### src/rtl/dac_test_pkg.sv
// Shared types and constants for the DAC test firmware clock divider and its period meter.
package dac_test_pkg;

    localparam int unsigned DIV_CNT_W = 27;

    typedef enum logic [1:0] {
        IDLE    = 2'd0,
        ARMED   = 2'd1,
        MEASURE = 2'd2,
        STALL   = 2'd3
    } meter_state_t;

endpackage

### src/rtl/sync_edge_det.sv
// Multi-flop synchroniser for an asynchronous level, with a rising-edge pulse on the synchronised level.
module sync_edge_det #(
    parameter int unsigned SYNC_STAGES = 2
) (
    input  logic clk,
    input  logic rst_in,
    input  logic d,
    output logic s,
    output logic rise
);

    logic [SYNC_STAGES-1:0] sync_q;
    logic                   s_d;

    always_ff @(posedge clk or negedge rst_in) begin
        if (!rst_in) begin
            sync_q <= '0;
            s_d    <= 1'b0;
        end else begin
            sync_q <= {sync_q[SYNC_STAGES-2:0], d};
            s_d    <= sync_q[SYNC_STAGES-1];
        end
    end

    assign s    = sync_q[SYNC_STAGES-1];
    assign rise = s & ~s_d;

endmodule

### src/rtl/div_clk_period_meter.sv
// Measures period and high time of an asynchronous divided clock in clk cycles, with stall detection.
module div_clk_period_meter
    import dac_test_pkg::*;
#(
    parameter int unsigned CNT_W          = DIV_CNT_W,
    parameter int unsigned SYNC_STAGES    = 2,
    parameter int unsigned TIMEOUT_CYCLES = 2**27 - 1
) (
    input  logic             clk,
    input  logic             rst_in,
    input  logic             en,
    input  logic             div_clk_in,
    output logic [CNT_W-1:0] period_out,
    output logic [CNT_W-1:0] high_out,
    output logic             period_valid,
    output logic             locked,
    output logic             stalled
);

    meter_state_t     state;
    meter_state_t     state_next;
    logic [CNT_W-1:0] per_cnt;
    logic [CNT_W-1:0] hi_cnt;
    logic             s;
    logic             rise;
    logic             timeout_c;
    logic             report_c;
    logic             cnt_clr_c;
    logic             cnt_load_c;
    logic             cnt_run_c;

    sync_edge_det #(
        .SYNC_STAGES(SYNC_STAGES)
    ) u_sync (
        .clk   (clk),
        .rst_in(rst_in),
        .d     (div_clk_in),
        .s     (s),
        .rise  (rise)
    );

    assign timeout_c = (per_cnt == CNT_W'(TIMEOUT_CYCLES));

    always_ff @(posedge clk or negedge rst_in) begin
        if (!rst_in) state <= IDLE;
        else         state <= state_next;
    end

    // Disable overrides everything; a rise beats a coincident timeout.
    always_comb begin
        state_next = state;
        if (!en) begin
            state_next = IDLE;
        end else begin
            case (state)
                IDLE:    if (rise) state_next = ARMED;
                ARMED:   if (rise) state_next = MEASURE;
                         else if (timeout_c) state_next = STALL;
                MEASURE: if (timeout_c && !rise) state_next = STALL;
                STALL:   if (rise) state_next = ARMED;
                default: state_next = IDLE;
            endcase
        end
    end

    always_comb begin
        report_c   = 1'b0;
        cnt_clr_c  = 1'b0;
        cnt_load_c = 1'b0;
        cnt_run_c  = 1'b0;
        if (!en) begin
            cnt_clr_c = 1'b1;
        end else if (rise) begin
            cnt_load_c = 1'b1;
            report_c   = (state == ARMED) || (state == MEASURE);
        end else begin
            case (state)
                IDLE:          cnt_clr_c = 1'b1;
                ARMED, MEASURE: cnt_run_c = !timeout_c;
                default:       cnt_run_c = 1'b0;
            endcase
        end
    end

    // Counters restart at 1 on a rise so the edge cycle belongs to the new period.
    always_ff @(posedge clk or negedge rst_in) begin
        if (!rst_in) begin
            per_cnt <= '0;
            hi_cnt  <= '0;
        end else if (cnt_clr_c) begin
            per_cnt <= '0;
            hi_cnt  <= '0;
        end else if (cnt_load_c) begin
            per_cnt <= CNT_W'(1);
            hi_cnt  <= CNT_W'(s);
        end else if (cnt_run_c) begin
            per_cnt <= per_cnt + CNT_W'(1);
            if (s) hi_cnt <= hi_cnt + CNT_W'(1);
        end
    end

    always_ff @(posedge clk or negedge rst_in) begin
        if (!rst_in) begin
            period_out   <= '0;
            high_out     <= '0;
            period_valid <= 1'b0;
            locked       <= 1'b0;
            stalled      <= 1'b0;
        end else begin
            period_valid <= report_c;
            stalled      <= (state_next == STALL);
            if (report_c) begin
                period_out <= per_cnt;
                high_out   <= hi_cnt;
            end
            if (!en || state_next == STALL) locked <= 1'b0;
            else if (report_c)              locked <= 1'b1;
        end
    end

endmodule

### config.mk
export PLATFORM = sky130hd
export DESIGN_NAME = div_clk_period_meter
export DESIGN_NICKNAME = d
export VERILOG_FILES = /design/src/rtl/dac_test_pkg.sv /design/src/rtl/sync_edge_det.sv /design/src/rtl/div_clk_period_meter.sv
export SDC_FILE = /design/constraint.sdc
export NUM_CORES = 1
export LEC_CHECK = 0
export ABC_AREA = 0
export BUFFER_PORTS_ARGS = -buffer_cell sky130_fd_sc_hd__buf_2
export CAP_MARGIN = 40
export CORE_UTILIZATION = 25
export DETAILED_ROUTE_END_ITERATION = 8
export GPL_TIMING_DRIVEN = 1
export SETUP_SLACK_MARGIN = 0.02
export SLEW_MARGIN = 20
export SYNTH_ARGS = -nofsm -noshare
export SYNTH_HDL_FRONTEND = slang
export SYNTH_SLANG_ARGS = --single-unit
### constraint.sdc
create_clock -name clk -period 3.1 [get_ports clk]
set_input_delay 0.93 -clock clk [delete_from_list [all_inputs] [get_ports clk]]
set_output_delay 0.93 -clock clk [all_outputs]
set_load 0.03 [all_outputs]
==> After elaboration in Yosys (flattened, before gate mapping) <==
Cells that the tools add are included.
{ "word_totals": {"reg_bits": 116, "latch_bits": 0, "ramBits": 0, "rom_bits": 0, "output_inout_bits": 57, "word_cells": 57, "mem_count": 0} }
{ "op_classes": {"add_sub_neg": 2, "mul": 0, "div_mod_pow": 0, "n_lt_le_gt_ge": 0, "eq_ne": 5, "shift": 0, "muxes": 25, "bitwise_logic": 2, "n_reduce_logical": 13} }
{ "ops": {"columns": ["cell", "n"], "rows": [
  ["$mux W27", 7],
  ["$add A27 B1 Y27 const B", 2],
  ["$eq A27 B27 Y1 const B", 1],
  ["$mux W1", 12],
  ["$mux W2", 5],
  ["$eq A2 B2 Y1 const B", 3],
  ["$pmux W2 S3", 1],
  ["$reduce_bool A3 Y1", 2],
  ["$reduce_or A2 Y1", 2],
  ["$logic_not A1 Y1", 3],
  ["$eq A2 B1 Y1 const B", 1],
  ["$logic_not A2 Y1", 1],
  ["$logic_or A1 B1 Y1", 2],
  ["$reduce_and A2 Y1", 1],
  ["$reduce_bool A2 Y1", 1],
  ["$and A1 B1 Y1", 1],
  ["$logic_and A1 B1 Y1", 1],
  ["$not A1 Y1", 1]
]} }

==> Longest topological paths before layout <==
Gate-level depths: netlist of run 1.
{ "logic_depth": {"word_depth": 10, "depth_mapped": 9, "mapped_depth_nobuf": 7} }

==> Hierarchy <==
A second synthesis of run 1 with hierarchy kept.
{ "unflattened": {"cells_unflattened": 481, "hier_area_um2": 5347.6} }
{ "by_module_without_submodules": {"columns": ["module", "instances", "cells_each", "area_per_inst_um2", "seq_area_each_um2"], "rows": [
  ["div_clk_period_meter", 1, 477, 5258.8, 2827.7],
  ["sync_edge_det", 1, 4, 88.8, 75.1]
]} }

==> Worst setup path before layout of run 1 <==
Ideal clock, no wire load.
{ "synth_timing": {"path_kind": "input -> register", "startpoint": "input en", "endpoint": "register per_cnt[19]", "setup_ns": 0.068, "t_arrival_ns": 2.254, "t_required_ns": 3.032, "setup_slack_ns": 0.778, "stages": 7, "cell_sequence": "and2_1 -> clkbuf_1 -> nand3_1 -> a21o_1 -> buf_2 -> or4_1 -> nand2_1"} }
{ "synth_between": {"elab_chain_len": 3} }
{ "synth_lines": {"columns": ["item", "line_no", "rtl"], "rows": [
  ["from (decl)", "div_clk_period_meter.sv:11", "input logic en,"],
  ["$mux W1", "div_clk_period_meter.sv:71", "if (!en) begin"],
  ["$mux W27", "div_clk_period_meter.sv:93", "end else if (cnt_load_c) begin"],
  ["$mux W27", "div_clk_period_meter.sv:90", "end else if (cnt_clr_c) begin"],
  ["to (signal assigned)", "div_clk_period_meter.sv:97", "per_cnt <= per_cnt + CNT_W'(1);"],
  ["to (decl)", "div_clk_period_meter.sv:22", "logic [CNT_W-1:0] per_cnt;"]
]} }
Parallel ways exist; a longest one is shown, timed or not.
A chain may end at the register's enable or synchronous reset.

==> Worst setup path in the final report of run 1 <==
{ "layout_timing": {"startpoint": "register state[0]", "endpoint": "register hi_cnt[20]"} }
{ "layout_between": {"elab_chain_len": 7} }
{ "layout_lines": {"columns": ["item", "line_no", "rtl"], "rows": [
  ["from (decl)", "div_clk_period_meter.sv:20", "meter_state_t state;"],
  ["from (signal assigned)", "div_clk_period_meter.sv:46", "else state <= state_next;"],
  ["$eq A2 B1 Y1 or $eq A2 B2 Y1 (tied branches)", "div_clk_period_meter.sv:77", "case (state)"],
  ["$reduce_or A2 Y1", "div_clk_period_meter.sv:77", null],
  ["$mux W1", "div_clk_period_meter.sv:77", null],
  ["$mux W1", "div_clk_period_meter.sv:73", "end else if (rise) begin"],
  ["$mux W1", "div_clk_period_meter.sv:71", null],
  ["$reduce_bool A3 Y1 (no line)", null, null],
  ["$reduce_and A2 Y1 (no line)", null, null],
  ["to (signal assigned)", "div_clk_period_meter.sv:95", "hi_cnt <= CNT_W'(s);"],
  ["to (signal assigned)", "div_clk_period_meter.sv:98", "if (s) hi_cnt <= hi_cnt + CNT_W'(1);"],
  ["to (decl)", "div_clk_period_meter.sv:23", "logic [CNT_W-1:0] hi_cnt;"]
]} }
Parallel ways exist; a longest one is shown, timed or not.

==> out/metrics.yaml, run 1 <==
synth.net_count: 486
htree_levels: 4
hold_viol: 0
endpoint_kind: "flop"
dr.pass1.iters: 4
nFillCells: 2155
io_buffers: 60
die-area_um2: 21860
postCtsHoldBufs: 0
ant_nets: 0
yosys_most_used_dff: "dfrtp_1"
ir_drop_v: 0.0002925
clock.fmax_mhz: 415.2
ys_ff_latch: 116
critPathKind: "reg -> reg"
grt_pass1_wl_um: 19800
hold_start: "u_sync.sync_q[0]$_DFF_PN0_"
initial_core_util_pct: 25.86
p_leak_nw: 2.908
final_util_pct: 31.58
finalSetupTns_ns: 0
drtIter0Drc: 230
synth_area_leaders: "dfrtp_1 (55%), mux2_2 (10%), o21ai_0 (2.6%)"
die_w_um: 147.8
grt.overflow.total: 0
yosysWarnings: 0
wire_per_inst_um: 14.53
worst_slew_pin_slew_ns: 0.6588
clock_sinks: 116
min_to: "u_sync.sync_q[1]$_DFF_PN0_"
holdWs_ns: 0.3484
cts_buffer_depth: 2
min_delay_path_depth: 0
critical_path_arrival_ns: 2.74
netlist_area_um2: 5318
required_ns: 3.43
synth_top_area_share_pct: 54.59
synth.most_common_cell: "dfrtp_1"
yosys.area.top_type: "dfrtp_1"
die_h_um: 147.8
grt.total_usage_pct: 11.70
cts_setup_buffers: 0
setup_viol: 0
core_area_um2: 20560
max_slew_margin_pct: 55.95
vias_per_cell: 4.652
timing.max_cap.violations: 0
ys_top_cells_by_count: "dfrtp_1 (116), mux2_2 (47), nand2_1 (36)"
antenna_found_initial: 0
worstHoldPathType: "reg -> reg"
nets: 546
ctsResizeCount: 0
r2r_cells: 7
clkLatencyLatePin_ns: 0.42
totalWireLength_um: 11870
syn2layout_area_growth_pct: 22.12
finalCriticalPeriod_ns: 2.409
num_io_pins: 61
syn_avg_cell_area_um2: 11.15
fin_worst_skew_ns: 0.01355
grt_max_degree: 44
final_layout_size_suffix_gt1_share_pct: 27.61
dp_hpwl_um: 8118
slew_viol_final: 0
p_per_area_nw_per_um2: 591.1
grt_pass1_vias: 3762
synthDistinctLibCells: 48
cts_root_buf: "clkbuf_16"
place.gp.congestion: 0.7722
vias: 3801
cp_max_fo: 12
cp-start-kind: "flop"
synth-edff-count: 0
rows: 52
async_flop_share_pct: 100.0
synth_seq_area_share_pct: 54.59
r2r-end: "hi_cnt[20]$_DFFE_PN0P_"
reg2reg_from: "state[0]$_DFF_PN0_"
status: "completed"
reg2reg_slack_ns: 0.69
syn_inst: 477
diodes: 0
cts_tree: "yes"
clk_pin_slew_ns: 0.05
cts_buffers: 17
fin_crit_sh_pct: 77.70
grt_setup_unrepaired: "false"
drc: 0
[critical path: stages (launching register included)]
cell	delay [ns]
dfrtp_1	0.39
inv_1	0.10
ha_1	0.38
nand4_1	0.17
or2_1	0.34
a211o_1	0.42
or3_1	0.36
a21oi_1	0.17
[metal layers]
metal / GRT usage [%] / wire [um]
met4: 5.258 / 123
met3: 4.722 / 802
met1: 15.29 / 5670
met5: 0 / 0
met2: 16.86 / 5278
[cell usage in the layout, fill, tap and decap left out, types with 3 or more instances in the layout]
cell type / instances
dfrtp_1: 116
buf_2: 59
mux2_2: 47
nand2_1: 35
o21ai_0: 28
nor2_1: 27
a21oi_1: 27
or3_1: 17
clkbuf_16: 17
nand3_1: 16
nand4_1: 14
xnor2_1: 14
inv_1: 11
o211ai_1: 9
or4_1: 9
and4_1: 8
a211oi_1: 7
buf_4: 7
xor2_1: 6
ha_1: 5
and4_4: 4
o31ai_1: 4
bufinv_16: 4
nor2b_1: 3
nand2b_1: 3
nor3_1: 3
and2_1: 3
nor4_1: 3
mux2i_1: 3
a211o_1: 3
clkinv_2: 3
[kinds of logic after synthesis]
group	Yosys count	share of synthesized area, %
multiplexers	50	10.52
XOR/XNOR	20	3.294
AO/OA/AOI/OAI	90	10.24
adder cells (fa/ha/maj)	5	1.176
flip-flops	116	54.59
AND/OR/NAND/NOR	158	16.52
buffers and inverters	38	3.670
[flip-flops by register name (all words and copies together) (netlist names)]
name / cells
stalled: 1
high_out: 27
locked: 1
u_sync.sync_q: 2
hi_cnt: 27
state: 2
per_cnt: 27
period_out: 27
u_sync.s_d: 1
period_valid: 1
[power breakdown]
part | switching (mW) | internal, mW
clock | 0.658 | 1.35
combinational | 0.191 | 0.0879
sequential | 0.0172 | 1.54
[metrics by stage]
stage / cells / cell area [um2] / setup WS (ns) / total power [mW]
2_1_floorplan: 477 / 5318 / 0.7783 / 1.755
3_3_place_gp: 788 / 5892 / 0.5214 / 1.863
3_5_place_dp: 788 / 5892 / 0.4395 / 1.867
4_1_cts: 817 / 6494 / 0.6972 / 3.894
5_1_grt: 817 / 6494 / 0.5036 / 3.990
6_report: 817 / 6494 / 0.6913 / 3.839
[layout make-up]
cell class / count / area (um2) / area share (%)
well taps: 270 / 337.8 / 5.202
multi-input cells: 323 / 2222 / 34.22
clock buffers: 19 / 442.9 / 6.821
repair buffers: 68 / 387.9 / 5.973
flip-flops and latches: 116 / 2903 / 44.70
clock inverters: 10 / 158.9 / 2.447
inverters: 11 / 41.29 / 0.6358
[worst max path at each step]
stage	from	endpoint	slack, ns
floorplan	en	per_cnt[19]$_DFFE_PN0P_	0.78
global placement	en	per_cnt[0]$_DFFE_PN0P_	0.52
detailed placement	en	hi_cnt[20]$_DFFE_PN0P_	0.44
CTS	state[0]$_DFF_PN0_	hi_cnt[20]$_DFFE_PN0P_	0.70
global route	per_cnt[4]$_DFFE_PN0P_	per_cnt[12]$_DFFE_PN0P_	0.50
finish	state[0]$_DFF_PN0_	hi_cnt[20]$_DFFE_PN0P_	0.69
Power figures use the tool's default switching activity.
==> run 2: changes to the inputs <==
clock period = 2.16 ns   (was 3.1 ns; I/O delays follow)
==> run 2 against run 1 <==
Compared with the run above:
- clock power up 30%
- flip-flop and latch count unchanged
- combinational power up 86%
- highest routed layer is now met5
- total power up 40%
- sequential share of layout area down 2.7 points
- global-route usage up 0.25 points
- largest power group unchanged
- clock skew down 0.0039 ns
==> out/metrics.yaml, run 2 (synthesized netlist as in run 1, its figures left out) <==
status: "completed"
grt_pass1_vias: 3943
clk_pin_slew_ns: 0.06
diodes: 0
reg2reg_slack_ns: 0.09
timing.max_cap.violations: 0
fin_worst_skew_ns: 0.009681
clock_sinks: 116
reg2reg_from: "state[1]$_DFF_PN0_"
htree_levels: 4
stdcell_count: 863
vias_per_cell: 4.599
io_buffers: 60
finalSetupTns_ns: 0
grt_setup_unrepaired: "true"
fin_area_um2: 6918
die_w_um: 147.8
fin_crit_sh_pct: 95.96
p_per_area_nw_per_um2: 775.6
die_h_um: 147.8
worstHoldPathType: "in -> async"
r2r_cells: 7
initial_core_util_pct: 25.86
final_layout_size_suffix_gt1_share_pct: 36.42
p_clk_share_pct: 48.7
vias: 3969
rows: 52
cp_max_fo: 6
syn2layout_area_growth_pct: 30.09
comb_power_share_pct: 9.7
final_util_pct: 33.65
cts_buffer_depth: 2
dr.pass1.iters: 4
totalWireLength_um: 12300
antenna_found_initial: 1
core_area_um2: 20560
max_slew_margin_pct: 69.64
internal-power_mw: 4.038
worst_slew_pin_slew_ns: 0.4524
grt_max_degree: 43
grt.total_usage_pct: 11.96
p_leak_nw: 3.131
grt.overflow.total: 0
clock.fmax_mhz: 482.4
cts_tree: "yes"
r2r-end: "hi_cnt[20]$_DFFE_PN0P_"
power.switching_mw: 1.327
endpoint_kind: "flop"
setup_viol: 0
critPathKind: "reg -> reg"
cp-start-kind: "flop"
dp_hpwl_um: 8562
cts_root_buf: "clkbuf_16"
postPlaceCellArea_um2: 6240
die-area_um2: 21860
postCtsHoldBufs: 0
drc: 0
critical_path_arrival_ns: 2.42
hold_viol: 0
crit_start: "state[1]$_DFF_PN0_"
required_ns: 2.51
finalCriticalPeriod_ns: 2.073
drtIter0Drc: 226
num_io_pins: 61
nets: 589
final_common_cell: "dfrtp_1"
cts_buffers: 17
final_cell_mix: "dfrtp_1 (115), buf_2 (59), mux2_2 (47)"
clkLatencyLatePin_ns: 0.42
nFillCells: 2108
place.gp.congestion: 0.7736
seq_power_share_pct: 41.6
dp.cells: 826
grt_pass1_wl_um: 20470
switching_share_pct: 24.74
slew_viol_final: 0
ir_drop_v: 0.0003242
ant_nets: 0
wire_per_inst_um: 14.25
-- run 2: cell types whose count changed in the layout (fill, tap and decap cells not counted), sizes merged --
| cell | previous run | this run |
|---|---|---|
| inv | 11 | 13 |
| buf | 68 | 110 |
| bufinv | 4 | 1 |
| clkinv | 4 | 3 |
| a211o | 3 | 4 |
| clkbuf | 19 | 21 |
| clkinvlp | 2 | 5 |
-- run 2: power groups by stage --
stage	Clock, mW	Sequential (mW)	Combinational [mW]
6_report	2.61	2.23	0.520
2_1_floorplan	0	2.31	0.229
5_1_grt	2.78	2.23	0.570
4_1_cts	2.68	2.23	0.497
3_3_place_gp	0	2.27	0.495
3_5_place_dp	0	2.27	0.497
-- run 2: worst max-delay path, stage by stage, from the launching register on --
cell and delay, ns:
dfrtp_1 0.37, inv_2 0.06, ha_4 0.28, nand4_1 0.16, or2_4 0.33, a211o_4 0.35
or3_4 0.33, a21oi_2 0.12
-- run 2: layout make-up --
| cell class | instances | area (um2) | area share [%] |
|---|---|---|---|
| multi-input combinational | 324 | 2327 | 33.64 |
| inverter | 11 | 41.29 | 0.5969 |
| clock inverter | 11 | 103.9 | 1.501 |
| timing repair buffer | 110 | 753.2 | 10.89 |
| tap | 270 | 337.8 | 4.883 |
| sequential | 116 | 2904 | 41.98 |
| clock buffer | 21 | 450.4 | 6.511 |
-- run 2: through the flow --
| step | power (mW) | hold slack (ns) | setup slack, ns |
|---|---|---|---|
| floorplan | 2.536 | 0.3312 | 0.03663 |
| CTS | 5.408 | 0.1935 | 0.03071 |
| global route | 5.581 | 0.2035 | 0.0006208 |
| global placement | 2.762 | 0.3321 | 0.03834 |
| detailed placement | 2.766 | 0.3372 | -0.01968 |
| finish | 5.365 | 0.1845 | 0.08723 |
-- run 2: timing repair --
item,4_1_cts,5_1_grt
pin swaps,0,10
gates cloned,0,1
setup endpoints to repair,6,22
resized for setup,2,21
buffers inserted,0,4
-- run 2: worst max path at each step --
stage | end | slack, ns
floorplan | hi_cnt[20]$_DFFE_PN0P_ | 0.04
global placement | hi_cnt[26]$_DFFE_PN0P_ | 0.04
detailed placement | hi_cnt[24]$_DFFE_PN0P_ | -0.02
CTS | hi_cnt[20]$_DFFE_PN0P_ | 0.03
global route | hi_cnt[16]$_DFFE_PN0P_ | 0.0006
finish | hi_cnt[20]$_DFFE_PN0P_ | 0.09
-- run 2: layer usage --
layer	track usage (%)	wire (um)	vias to the layer above
met5	0	13	-
met4	5.103	140	2
met3	4.012	626	10
met2	17.83	5519	69
met1	15.74	6000	1933
li1	-	-	1955
==> run 3: changes to the inputs <==
--- a/config.mk
+++ b/config.mk
@@ -10,5 +10,6 @@
 export CAP_MARGIN = 40
-export CORE_UTILIZATION = 25
+export CORE_UTILIZATION = 50
 export DETAILED_ROUTE_END_ITERATION = 8
 export GPL_TIMING_DRIVEN = 1
+export PLACE_DENSITY = 0.73
 export SETUP_SLACK_MARGIN = 0.02
--- a/constraint.sdc
+++ b/constraint.sdc
@@ -3,2 +3,2 @@
 set_output_delay 0.648 -clock clk [all_outputs]
-set_load 0.03 [all_outputs]
+set_load 0.005 [all_outputs]
==> run 3 against run 2 <==
Compared with the run above:
- final cell count decreased by 17%
- global-route usage increased by 11 points
- hold slack improved by 0.049 ns
- clock power decreased by 2%
- count of clock-buffer cells in the layout increased by 3
- core utilization increased by 30 points
- non-clock buffer count decreased by 11
- die area decreased by 49%
- first-iteration DRC count increased by 37%
- fmax decreased by 1.1%
- critical endpoint is now per_cnt[6]$_DFFE_PN0P_
- largest cell class unchanged
- largest power group unchanged
==> out/metrics.yaml, run 3 (synthesized netlist as in run 1, its figures left out) <==
max_slew_margin_pct: 62.69
required_ns: 2.57
endpoint_kind: "flop"
syn2layout_area_growth_pct: 24.42
die-area_um2: 11050
clock.fmax_mhz: 477.1
clk_pin_slew_ns: 0.05
p_per_area_nw_per_um2: 795.2
drc: 0
num_io_pins: 61
grt_pass1_wl_um: 20050
status: "completed"
grt.total_usage_pct: 23.33
grt_max_degree: 52
wl_met3_um: 535
wl_met1_um: 5525
antenna_found_initial: 0
postPlaceCellArea_um2: 5972
crit_top_cell: "and4_4"
cts_root_buf: "clkbuf_8"
met2_length_um: 5737
final_common_cell: "dfrtp_1"
vias_per_cell: 5.869
critical_path_arrival_ns: 2.50
finalCriticalPeriod_ns: 2.096
final_layout_size_suffix_gt1_share_pct: 33.85
io_buffers: 60
core_area_um2: 10320
cp_num_buf_inv: 1
die_w_um: 105.1
fin_crit_sh_pct: 97.04
cts_tree: "yes"
ant_nets: 0
setup_viol: 0
htree_levels: 4
diodes: 0
cts_buffer_depth: 2
clkLatencyLatePin_ns: 0.52
dr.pass1.iters: 5
final_cell_mix: "dfrtp_1 (116), buf_2 (59), mux2_2 (47)"
ir_drop_v: 0.0004535
nets: 578
rows: 37
slew_viol_final: 0
fin_area_um2: 6616
worst_path_max_delay_cell: "a2111oi_1"
grt_pass1_vias: 4139
cp_top_family: "compound AO/OA/AOI/OAI gates"
clock_sinks: 116
hold_viol: 0
initial_core_util_pct: 51.51
total_power_mw: 5.262
worst_slew_pin_slew_ns: 0.5573
grt.overflow.total: 0
critPathKind: "reg -> reg"
crit_chain: "ha_1 -> and4_4 -> and4_4 -> buf_4 -> a2111oi_1 -> xnor2_1 -> nor2_1"
grt_setup_unrepaired: "true"
cp-start-kind: "flop"
totalWireLength_um: 12100
top_layer_used: "met4"
timing.max_cap.violations: 0
cp_slowest_stage_delay_ns: 0.54
p_leak_nw: 3.078
vias: 4196
dp_hpwl_um: 8061
cp_max_fo: 7
wire_per_inst_um: 16.92
cts_buffers: 17
place.gp.congestion: 0.8073
drtIter0Drc: 310
die_h_um: 105.1
fin_worst_skew_ns: 0.007050
worstHoldPathType: "in -> reg"
run 3: cell types whose count changed in the layout (fill, tap and decap cells not counted), moves of 2 or more:
| cell | before | now |
|---|---|---|
| clkinv_2 | 2 | 4 |
| a21oi_1 | 21 | 25 |
| a21oi_2 | 6 | 2 |
| or3_1 | 13 | 16 |
| buf_12 | 6 | 4 |
| or3_4 | 4 | 1 |
| clkbuf_8 | 1 | 6 |
| clkinvlp_4 | 5 | 0 |
| inv_6 | 2 | 0 |
| buf_4 | 45 | 35 |
run 3: area by class of cell:
cell class                      instances  area [um2]
Fill cell                             787        3707
Inverter                               11       41.29
Clock inverter                          5       50.05
Sequential cell                       116        2903
Tap cell                              136       170.2
Multi-Input combinational cell        324        2313
Timing Repair Buffer                   99       648.1
Clock buffer                           24       490.5
run 3: repair_timing:
| item | CTS | global route |
|---|---|---|
| gates resized for setup | 4 | 15 |
| setup buffers | 0 | 2 |
| pin swaps | 0 | 6 |
| hold endpoints to repair | 4 | 0 |
| setup endpoints to repair | 7 | 22 |
| gates cloned | 0 | 1 |
| hold buffers | 1 | 0 |
run 3: report_power, final:
| part | switching (mW) | internal (mW) |
|---|---|---|
| combinational | 0.270 | 0.198 |
| clock | 0.913 | 1.65 |
| sequential | 0.0227 | 2.21 |
| total | 1.21 | 4.06 |
run 3: final timing paths:
path,from,endpoint,slack [ns],cells past startpoint
max,per_cnt[0]$_DFFE_PN0P_,per_cnt[6]$_DFFE_PN0P_,0.06,7
min,div_clk_in,u_sync.sync_q[0]$_DFF_PN0_,0.23,1
min reg2reg,u_sync.sync_q[0]$_DFF_PN0_,u_sync.sync_q[1]$_DFF_PN0_,0.35,0
max reg2reg,per_cnt[0]$_DFFE_PN0P_,per_cnt[6]$_DFFE_PN0P_,0.06,7
min in group asynchronous,rst_in,period_out[15]$_DFFE_PN0P_,0.49,2
max in group asynchronous,rst_in,period_out[0]$_DFFE_PN0P_,1.10,3
run 3: metrics by stage:
step           hold slack [ns]  setup TNS, ns  setup WS, ns  util (%)  instances
6_report                0.2336              0       0.06386     64.09        715
5_1_grt                 0.2189      -0.003786     -0.003786     64.09        715
4_1_cts                 0.2151              0     0.0007807     63.29        712
3_5_place_dp            0.3379        -0.1238      -0.05999     57.85        682
3_3_place_gp            0.3330              0       0.04933     57.85        682
2_1_floorplan           0.3312              0       0.03663         -        477
run 3: metal layers:
metal  GRT usage (%)  up-vias
met5               0        -
met4           10.66        0
met3           5.427       28
met2           35.76      153
met1           31.56     2088
li1                -     1927
